File: src/rtl/lfsr_checker_predictor.sv
// Local copy of the generator state rebuilt from received bits; predicts the
// next bit and flags the all-zero history that a valid stream never produces.
module lfsr_predictor #(
    parameter int LEN   = 4,
    parameter int TAP_A = 2,
    parameter int TAP_B = 3
) (
    input  logic clk,
    input  logic rst,
    input  logic din,
    input  logic din_valid,
    output logic mismatch,
    output logic hist_zero
);

    logic [LEN-1:0] hist_q;
    logic [LEN-1:0] hist_next;
    logic           expected;

    // Index 0 is the most recently received bit.
    assign hist_next = {hist_q[LEN-2:0], din};
    assign expected  = hist_q[TAP_A] ^ hist_q[TAP_B];
    assign mismatch  = din ^ expected;
    assign hist_zero = (hist_next == '0);

    always_ff @(posedge clk or posedge rst) begin
        if (rst)
            hist_q <= '0;
        else if (din_valid)
            hist_q <= hist_next;
    end

endmodule

File: config.mk
export PLATFORM = sky130hd
export DESIGN_NAME = lfsr_predictor
export DESIGN_NICKNAME = d
export VERILOG_FILES = /design/src/rtl/lfsr_checker_predictor.sv
export SDC_FILE = /design/constraint.sdc
export NUM_CORES = 1
export LEC_CHECK = 0
export BUFFER_PORTS_ARGS = -buffer_cell sky130_fd_sc_hd__buf_4
export CORE_AREA = 2 2 39 41
export CTS_CLUSTER_SIZE = 28
export DETAILED_ROUTE_END_ITERATION = 7
export DIE_AREA = 0 0 41 43
export GPL_TIMING_DRIVEN = 0
export PLACE_DENSITY = 0.3
export SLEW_MARGIN = 25
export SYNTH_ARGS = -nofsm -noshare
export SYNTH_HDL_FRONTEND = slang
export SYNTH_SLANG_ARGS = --single-unit
File: constraint.sdc
create_clock -name clk -period 3.2 [get_ports clk]
set_clock_uncertainty 0.15 [all_clocks]
set_input_delay 0.64 -clock clk [delete_from_list [all_inputs] [get_ports clk]]
set_output_delay 0.64 -clock clk [all_outputs]
set_load 0.005 [all_outputs]
* After elaboration in Yosys (flattened, before gate mapping)
Index checks and enable logic that the tools add are counted.
** Word-level totals
- Bits in registers :: 4
- Latch bits :: 0
- Bits in writable memories :: 0
- Bits in read-only memories :: 0
- Input bits :: 4
- Output and inout bits :: 2
- Logic and storage cells :: 4
- Memories kept :: 0
** Operators by class
- Add/sub/neg operators :: 0
- Multiply operators :: 0
- Divide/modulo/power cells :: 0
- Magnitude comparators :: 0
- Eq/ne operators :: 0
- Shift-type cells :: 0
- Multiplexer cells :: 0
- Bitwise gates (word level) :: 2
- Reductions and logical operators :: 1
** Operator list (number)
- $logic_not A4 Y1 :: 1
- $xor A1 B1 Y1 :: 2

* Depth between registers and ports, before layout
- Depth after elaboration :: 2
- Depth in mapped cells :: 1
- Gate-level depth less buffers :: 1

* Least setup slack after synthesis
No wires, ideal clock.
- Path kind :: input-to-output
- Start :: input port din
- End :: output port mismatch
- Arrival time :: 1.027 ns
- Required time :: 2.410 ns
- Setup slack :: 1.383 ns
- Stages :: 1
- Path buffers :: 0
- Cells stage by stage :: xor3_1
** Between the ends
- Word-level cells in the longest chain between the ends :: 1
** RTL lines
- start, declared :: line 10 : input logic din,
- $xor A1 B1 Y1 :: line 23 : assign mismatch = din ^ expected;
- end, declared :: line 12 : output logic mismatch,
No other way between the ends.

* Worst setup path after layout
Same ends and word-level chain as after synthesis.

==> load_flow_metrics.sql <==
INSERT INTO impl_metrics (metric_group, metric, value, unit) VALUES
('route', 'routedLengthMet1', '87', 'microns'),
('cts', 'clockBufferDepth', '2', ''),
('yosys', 'sequential_share_of_the_synthesized_area', '0.559', ''),
('sta', 'worst_slew_margin_rel', '0.847', ''),
('yosys', 'yosysWarnings', '0', ''),
('yosys', 'post_synth_inst_count', '11', ''),
('finish', 'synthToLayoutAreaGrowth', '44.8', '%'),
('sta', 'setup-violations-final', '0', ''),
('yosys', 'synth-edff-count', '0', ''),
('route', 'drcViolationCount', '0', ''),
('finish', 'largest_register_by_flop_count', 'hist_q', ''),
('route', 'wl_met3', '44', 'microns'),
('job', 'maxCapViolCount', '0', ''),
('finish', 'finalNetCount', '25', ''),
('route', 'top_layer_used', 'met4', ''),
('yosys', 'postSynthNetCount', '15', ''),
('yosys', 'post_synth_instance_area', '179', 'sq um'),
('yosys', 'post_synth_most_frequent_cells', 'dfrtp_1, mux2_2, inv_1, nor4_1, xor3_1', ''),
('worst_setup_path', 'required', '2410', 'ps'),
('route', 'met2_length', '153', 'microns'),
('finish', 'drive_gt1_frac', '0.632', ''),
('min_path', 'hold_path.class', 'in -> async', ''),
('grt', 'maximum_number_of_pins_on_one_net_before_global_route_repair', '5', ''),
('cts', 'clk_pin_slew', '40', 'ps'),
('cts', 'post_cts.resized_instances', '0', ''),
('sta', 'slew_viol_final', '0', ''),
('sta', 'rsz0062_at_grt', 'no', ''),
('worst_setup_path', 'worst-endpoint-arrival', '1280', 'ps'),
('route', 'detail_route.wl_per_cell', '8.60', 'microns'),
('yosys', 'synth_largest_area_cell', 'dfrtp_1', ''),
('yosys', 'yosys_register_bits', '4', ''),
('cts', 'cts_tree', 'built', ''),
('worst_setup_path', 'nature_of_the_critical_path_startpoint', 'primary input', ''),
('route', 'route.vias.total', '123', ''),
('power_and_ir_drop', 'power_density', '631', 'nW/um^2'),
('grt', 'gr-usage-all-layers', '0.0524', ''),
('grt', 'first_global_vias', '147', ''),
('power_and_ir_drop', 'vdd.ir_drop.worst', '0.0000974', 'V'),
('sta', 'timing.setup.tns', '0', 'ps'),
('sta', 'min_period', '2070', 'ps'),
('finish', 'largest_registers', 'hist_q: 4 flops', ''),
('yosys', 'yosys-top-cells-area', 'dfrtp_1, mux2_2, xor3_1, nor4_1, inv_1', ''),
('route', 'routed_via_density', '3.51', ''),
('floorplanning', 'placement_rows', '14', ''),
('sta', 'final_cycle_utilization_of_the_critical_path', '0.645', ''),
('floorplanning', 'fp.dieH', '43', 'microns'),
('sta', 'worst_hold_slack', '138', 'ps'),
('worst_setup_path', 'setup.worst_path.end_class', 'output port', ''),
('yosys', 'post_synth_num_cell_types', '5', ''),
('grt', 'initial_antenna_violation_count', '0', ''),
('yosys', 'post_synth.cell_area_avg', '16.3', 'sq um'),
('sta', 'tightestPinTransition', '227', 'ps'),
('worst_setup_path', 'timing_worst_setup_path_type', 'in -> out', ''),
('worst_setup_path', 'ff2ff_path_depth', '1', ''),
('floorplanning', 'core_region_area', '1380', 'sq um'),
('floorplanning', 'chipWidth', '41', 'microns'),
('yosys', 'async_flop_share', '1.00', ''),
('power_and_ir_drop', 'cellLeakagePower', '0.000122', 'uW'),
('floorplanning', 'io-pin-count', '6', ''),
('cts', 'postCtsHoldBufs', '0', ''),
('cts', 'cts_inserted_buffers', '3', ''),
('run_status', 'outcome', 'completed', ''),
('route', 'drt_pre_antenna_iters', '1', ''),
('route', 'drt_antenna_net_count', '0', ''),
('finish', 'flip_flop_count_of_the_largest_register_all_copies_and_words_added', '4', ''),
('grt', 'grt_pass1_wl', '496', 'microns'),
('worst_setup_path', 'crit_fanout', '3', ''),
('cts', 'clk_root_buffer_cell', 'clkbuf_4', ''),
('route', 'first_iter_violations', '0', ''),
('cts', 'clock_sinks', '4', ''),
('placement', 'globalplace.congestion', '0.504', ''),
('grt', 'globalRouteOverflowTotal', '0', ''),
('worst_setup_path', 'r2r_slack', '2260', 'ps'),
('cts', 'clock_latency', '230', 'ps'),
('finish', 'antennaDiodeCount', '0', ''),
('sta', 'hold_viol', '0', ''),
('route', 'routed_wirelength', '301', 'microns'),
('placement', 'numPortBuffers', '5', ''),
('sta', 'max_clock_freq', '484', 'MHz'),
('cts', 'cts.htree.levels', '1', ''),
('yosys', 'yosysTopAreaCellShare', '0.559', ''),
('yosys', 'yosys_most_used_dff', 'dfrtp_1', ''),
('cts', 'cts_setup_buffers', '0', ''),
('floorplanning', 'floorplan.initialDensity', '0.129', ''),
('floorplanning', 'floorplan.die_area', '1760', 'sq um');
where the power goes:
part | internal (uW) | switching (uW)
clock | 41.8 | 19.0
sequential | 59.7 | 6.46
combinational | 26.4 | 10.0
path summary, 6_finish.rpt:
path	end	startpoint
setup / recovery	mismatch	din
hold / removal	hist_q[0]	rst
setup reg to reg	hist_q[3]	hist_q[2]
hold reg to reg	hist_q[3]	hist_q[3]
max in group asynchronous	hist_q[3]	rst
min in group clk	hist_q[3]	hist_q[3]
layer usage:
metal | global-route usage | vias up
met5 | 0 | -
met3 | 0.0471 | 2
met2 | 0.0719 | 7
met4 | 0.0800 | 0
li1 | - | 56
met1 | 0.0261 | 58
kinds of logic (layout without fill, tap and decap cells):
family / after synthesis / count (layout) / share of synthesized area
muxes: 4 / 4 / 0.252
buffers and inverters: 1 / 9 / 0.0210
and+or+nand+nor: 1 / 1 / 0.0350
xor gates and xnor gates: 1 / 1 / 0.133
DFF: 4 / 4 / 0.559
area by class of cell:
type | count | area (sq um)
Clock buffer | 3 | 22.5
Fill cell | 153 | 1120
Inverter | 1 | 3.75
Multi-Input combinational cell | 6 | 75.1
Sequential cell | 4 | 100
Tap cell | 16 | 20.0
Timing Repair Buffer | 5 | 37.5
worst max-delay path, cell delays in order:
cell and delay, ps:
buf_4 90, xor3_1 400, buf_4 150
stage by stage:
step	setup slack (ps)	utilization	std cells	total power [uW]	area, sq um
after floorplan	1380	-	11	86.5	179
after global placement	1150	0.171	32	104	236
after detailed placement	1140	0.171	32	104	236
after CTS	1130	0.187	35	169	259
after global routing	1110	0.187	35	177	259
final	1130	0.187	35	163	259
cell usage in the layout (no fill, tap or decap):
master	synthesis	layout
clkbuf_4	0	3
inv_1	1	1
buf_4	0	5
nor4_1	1	1
mux2_2	4	4
dfrtp_1	4	4
xor3_1	1	1
No activity file was read; power rests on OpenSTA's default activity.
